File: config.mk
export PLATFORM = sky130hd
export DESIGN_NAME = lif_tdm_sched
export DESIGN_NICKNAME = d
export VERILOG_FILES = /design/src/rtl/lif_tdm_sched.sv
export SDC_FILE = /design/constraint.sdc
export NUM_CORES = 1
export LEC_CHECK = 0
export CAP_MARGIN = 30
export CORE_UTILIZATION = 58
export DETAILED_ROUTE_END_ITERATION = 10
export GPL_ROUTABILITY_DRIVEN = 0
export PLACE_DENSITY_LB_ADDON = 0.15
export SYNTH_ARGS = -nofsm -noshare
export SYNTH_HDL_FRONTEND = slang
export SYNTH_SLANG_ARGS = --single-unit
File: constraint.sdc
create_clock -name clk -period 4.55 [get_ports clk]
set_input_delay 0.6825 -clock clk [delete_from_list [all_inputs] [get_ports clk]]
set_output_delay 0.6825 -clock clk [all_outputs]
set_load 0.01 [all_outputs]
File: src/rtl/lif_tdm_sched.sv
// Time-multiplexed leaky integrate-and-fire array: N virtual neurons share one update datapath.
// Latency: step at edge t updates neuron k at edge t+1+k; done pulses during the cycle after edge t+N.
// Backpressure: cur_ready low while sweeping; spikes queue in a pending mask, lost spikes/steps set overrun.
module lif_tdm_sched #(
    parameter int N_NEURONS = 4,
    parameter int THRESHOLD = 200,
    localparam int IW = $clog2(N_NEURONS)
) (
    input  logic          clk,
    input  logic          reset_n,
    input  logic          step,
    input  logic          cur_valid,
    input  logic [IW-1:0] cur_idx,
    input  logic [7:0]    cur_data,
    output logic          cur_ready,
    output logic          spike_valid,
    output logic [IW-1:0] spike_idx,
    input  logic          spike_ready,
    output logic          busy,
    output logic          done,
    output logic          overrun,
    input  logic [IW-1:0] mon_idx,
    output logic [7:0]    mon_state
);

    localparam logic [7:0]    THR  = 8'(THRESHOLD);
    localparam logic [IW-1:0] LAST = IW'(N_NEURONS - 1);

    typedef enum logic [1:0] {
        IDLE = 2'd0,
        RUN  = 2'd1,
        DONE = 2'd2
    } state_t;

    state_t               state;
    logic [IW-1:0]        idx;
    logic [7:0]           current  [N_NEURONS];
    logic [7:0]           membrane [N_NEURONS];
    logic [N_NEURONS-1:0] spike_pending;

    logic                 upd_en;
    logic [7:0]           m_half;
    logic [8:0]           sum9;
    logic [7:0]           sum_sat;
    logic                 fire;
    logic [N_NEURONS-1:0] fire_mask;
    logic [N_NEURONS-1:0] consume_mask;
    logic                 spike_lost;
    logic                 step_drop;

    assign cur_ready   = (state == IDLE);
    assign spike_valid = |spike_pending;
    assign mon_state   = membrane[mon_idx];
    assign upd_en      = (state == RUN);
    assign step_drop   = step && (state != IDLE);

    // Shared update datapath: leak by halving, integrate current, saturate, compare to threshold.
    always_comb begin
        m_half  = membrane[idx] >> 1;
        sum9    = {1'b0, m_half} + {1'b0, current[idx]};
        sum_sat = sum9[8] ? 8'hFF : sum9[7:0];
        fire    = (sum_sat >= THR);
    end

    // Lowest pending index is presented first; scan high-to-low so the lowest wins.
    always_comb begin
        spike_idx = '0;
        for (int i = N_NEURONS - 1; i >= 0; i--) begin
            if (spike_pending[i]) begin
                spike_idx = IW'(i);
            end
        end
    end

    // Per-edge set/clear masks for the pending queue; a spike on an occupied, unconsumed bit is lost.
    always_comb begin
        consume_mask = '0;
        fire_mask    = '0;
        if (spike_valid && spike_ready) begin
            consume_mask = N_NEURONS'(1) << spike_idx;
        end
        if (upd_en && fire) begin
            fire_mask = N_NEURONS'(1) << idx;
        end
        spike_lost = |(fire_mask & spike_pending & ~consume_mask);
    end

    // Sweep sequencer with registered busy/done; steps arriving outside IDLE are dropped.
    always_ff @(posedge clk or negedge reset_n) begin
        if (!reset_n) begin
            state <= IDLE;
            idx   <= '0;
            busy  <= 1'b0;
            done  <= 1'b0;
        end else begin
            case (state)
                IDLE: begin
                    done <= 1'b0;
                    if (step) begin
                        state <= RUN;
                        idx   <= '0;
                        busy  <= 1'b1;
                    end
                end
                RUN: begin
                    if (idx == LAST) begin
                        state <= DONE;
                        idx   <= '0;
                        done  <= 1'b1;
                    end else begin
                        idx <= idx + 1'b1;
                    end
                end
                DONE: begin
                    state <= IDLE;
                    busy  <= 1'b0;
                    done  <= 1'b0;
                end
                default: begin
                    state <= IDLE;
                    idx   <= '0;
                    busy  <= 1'b0;
                    done  <= 1'b0;
                end
            endcase
        end
    end

    // Neuron state: current writes only land in IDLE, so a write alongside step feeds that sweep.
    always_ff @(posedge clk or negedge reset_n) begin
        if (!reset_n) begin
            for (int i = 0; i < N_NEURONS; i++) begin
                current[i]  <= '0;
                membrane[i] <= '0;
            end
        end else begin
            if (cur_valid && cur_ready) begin
                current[cur_idx] <= cur_data;
            end
            if (upd_en) begin
                membrane[idx] <= fire ? 8'd0 : sum_sat;
            end
        end
    end

    // Pending spike mask and sticky overrun; a new spike on a bit being consumed keeps it set.
    always_ff @(posedge clk or negedge reset_n) begin
        if (!reset_n) begin
            spike_pending <= '0;
            overrun       <= 1'b0;
        end else begin
            spike_pending <= (spike_pending & ~consume_mask) | fire_mask;
            if (spike_lost || step_drop) begin
                overrun <= 1'b1;
            end
        end
    end

endmodule

==> impl_metrics.py <==
metrics = {
    "outcome": {
        "outcome": "finished with violations",
        "violations": "DRC",
    },
    "route": {
        "routed-via-count": 2697,
        "drt_pass1_iterations": 7,
        "route.met3.wl_um": 304,
        "wl_um": 8040,
        "drc_errors": 1,
        "via_per_inst": 6.17,
        "dr_wl_met2_um": 4020,
        "detail-route-antenna-nets": 0,
        "wl_per_cell_um": 18.4,
        "routed.top_layer": "met4",
        "wl_met1_um": 3650,
        "drt_iter0_drc": 228,
    },
    "finish": {
        "fin_util": 0.692,
        "syn_to_final_growth_pct": 13.5,
        "drive_gt1_frac": 0.214,
        "nNetsFinal": 384,
        "n_antenna_cell": 0,
        "final_cell_area_sq_um": 4470,
        "n_fill_cell": 486,
    },
    "clocking": {
        "clk_pin_slew_worst_paths_ns": 0.08,
        "root_buffer": "clkbuf_8",
        "cts_buffer_depth": 2,
        "cts_tree": "built",
        "clkLatencyLatePin_ns": 0.35,
        "cts.sinks": 75,
        "postCtsSetupBuffers": 0,
        "htree_levels": 3,
        "cts_hold_buf": 0,
        "post_cts_resized": 0,
        "cts_made_buffers": 9,
    },
    "worst_setup_path": {
        "cp_max_fo": 11,
        "path_class": "flop to flop",
        "crit_path_end_kind": "flop",
        "critPathLaunchType": "flop",
        "crit_required_ns": 4.75,
        "worst-endpoint-arrival_ns": 3.99,
    },
    "die": {
        "start_util": 0.609,
        "core_sq_um": 6460,
        "die_x_um": 84.4,
        "ioPinCount": 32,
        "die_area_sq_um": 7120,
        "die_y_um": 84.4,
        "std_cell_rows": 29,
    },
    "yosys": {
        "synth-seq-area-share": 0.477,
        "ys_seq_elements": 75,
        "yosysWarnings": 0,
        "synth-edff-count": 0,
        "syn_area_per_cell_sq_um": 12.2,
        "synth_ff_type": "dfrtp_1",
        "synthArstFlopShare": 1.00,
        "synthCells": 322,
        "synth_area_sq_um": 3940,
        "synth.net_count": 351,
        "ys_types": 42,
    },
    "timing": {
        "tightest_slew_ns": 0.771,
        "hold_slack_ns": 0.297,
        "tns_ns": 0,
        "setup_viol": 0,
        "layout_min_cycle_time_ns": 3.78,
        "max_freq_mhz": 264,
        "grt_setup_unrepaired": "no",
        "slew_viol_final": 0,
        "fin_skew_ns": 0.00852,
        "period_share": 0.832,
        "slew-limit-headroom": 0.483,
        "hold_viol_final": 0,
    },
    "place": {
        "dp_hpwl_um": 5750,
        "port_buffers": 31,
        "placed_area_sq_um": 4310,
    },
    "global_routing": {
        "grt_first_pass_wirelength_um": 13700,
        "first_global_vias": 2769,
        "grt_max_degree": 30,
        "grt_overflow_total": 0,
        "antenna_found_initial": 0,
        "gr-usage-all-layers": 0.254,
    },
    "min_path": {
        "hold_path_class": "primary input to async pin",
    },
    "run": {
        "cap_violations": 0,
    },
}
## sequential cells by signal (all words and copies together) (netlist names)
name,count
current,32
overrun,1
spike_pending,4
membrane,32
done,1
state,2
busy,1
idx,2
## layout by cell type, fill, tap and decap left out, drive strengths merged, types with 2 or more instances in the layout
cell	instances
a21o	3
a21oi	14
a22o	2
a31o	2
a32o	4
buf	7
clkbuf	13
clkdlybuf4s50	30
clkinv	3
dfrtp	75
ha	11
inv	11
mux2	33
mux4	23
nand2	39
nand3	3
nand4	2
nor2	20
nor3	4
o21ai	25
o31a	2
o31ai	13
xnor2	4
xor2	3
## metal layers
layer / track usage / vias to the layer above
met2: 0.402 / 67
li1: - / 1270
met3: 0.0393 / 8
met5: 0 / -
met1: 0.358 / 1352
met4: 0.102 / 0
## worst paths after layout
check	cells past startpoint	endpoint	slack [ns]	startpoint
max in group asynchronous	2	current[9]	3.48	reset_n
min in group clk	2	membrane[0]	0.49	membrane[0]
hold reg to reg	2	membrane[0]	0.49	membrane[0]
setup reg to reg	9	membrane[11]	0.77	idx[0]
hold / removal	1	membrane[31]	0.30	reset_n
setup / recovery	9	membrane[11]	0.77	idx[0]
## cell usage after synthesis (all sizes together) (3+ instances only)
| cell type | instances | area, sq um |
|---|---|---|
| a21o | 3 | 22.5 |
| a21oi | 14 | 77.6 |
| a32o | 4 | 40.0 |
| buf | 8 | 55.1 |
| clkbuf | 7 | 26.3 |
| dfrtp | 75 | 1880 |
| ha | 11 | 138 |
| inv | 11 | 41.3 |
| mux2 | 33 | 372 |
| mux4 | 23 | 541 |
| nand2 | 39 | 146 |
| nand3 | 3 | 15.0 |
| nor2 | 20 | 75.1 |
| nor3 | 4 | 25.0 |
| o21ai | 25 | 125 |
| o31ai | 13 | 97.6 |
| xnor2 | 4 | 35.0 |
| xor2 | 3 | 26.3 |
## critical path, cell delays in order (launching register included)
cell     delay [ns]
dfrtp_1        0.62
buf_4          0.28
mux4_1         0.63
fa_1           0.47
a21o_1         0.21
a31o_2         0.25
a21oi_2        0.19
mux2_2         0.39
o21ai_0        0.45
o21ai_0        0.15
## final cells by class
type                            count  area (sq um)  area share
Timing Repair Buffer               37           363      0.0812
Multi-Input combinational cell    221          1940       0.433
Inverter                           11          41.3     0.00924
Clock inverter                      3          15.0     0.00336
Sequential cell                    75          1880       0.420
Clock buffer                       13           139      0.0311
Tap cell                           77          96.3      0.0216
## logic make-up (layout without fill, tap and decap cells)
family,after synthesis,count (layout),share of synthesized area
DFF,75,75,0.477
muxes,57,57,0.235
buffers and inverters,26,64,0.0312
and+or+nand+nor,73,73,0.0801
xor gates and xnor gates,7,7,0.0156
adders and majority gates,12,12,0.0401
AOI/OAI and AO/OA,72,72,0.121
## per-stage QoR
step	instances	setup slack [ns]
final	437	0.766
after global routing	437	0.563
after CTS	437	0.761
after floorplan	322	1.10
after global placement	420	0.847
after detailed placement	421	0.770
Power is left out: the tool's default activity adds up to more than one toggle a clock period on the data nets, which glitch-free logic cannot reach.
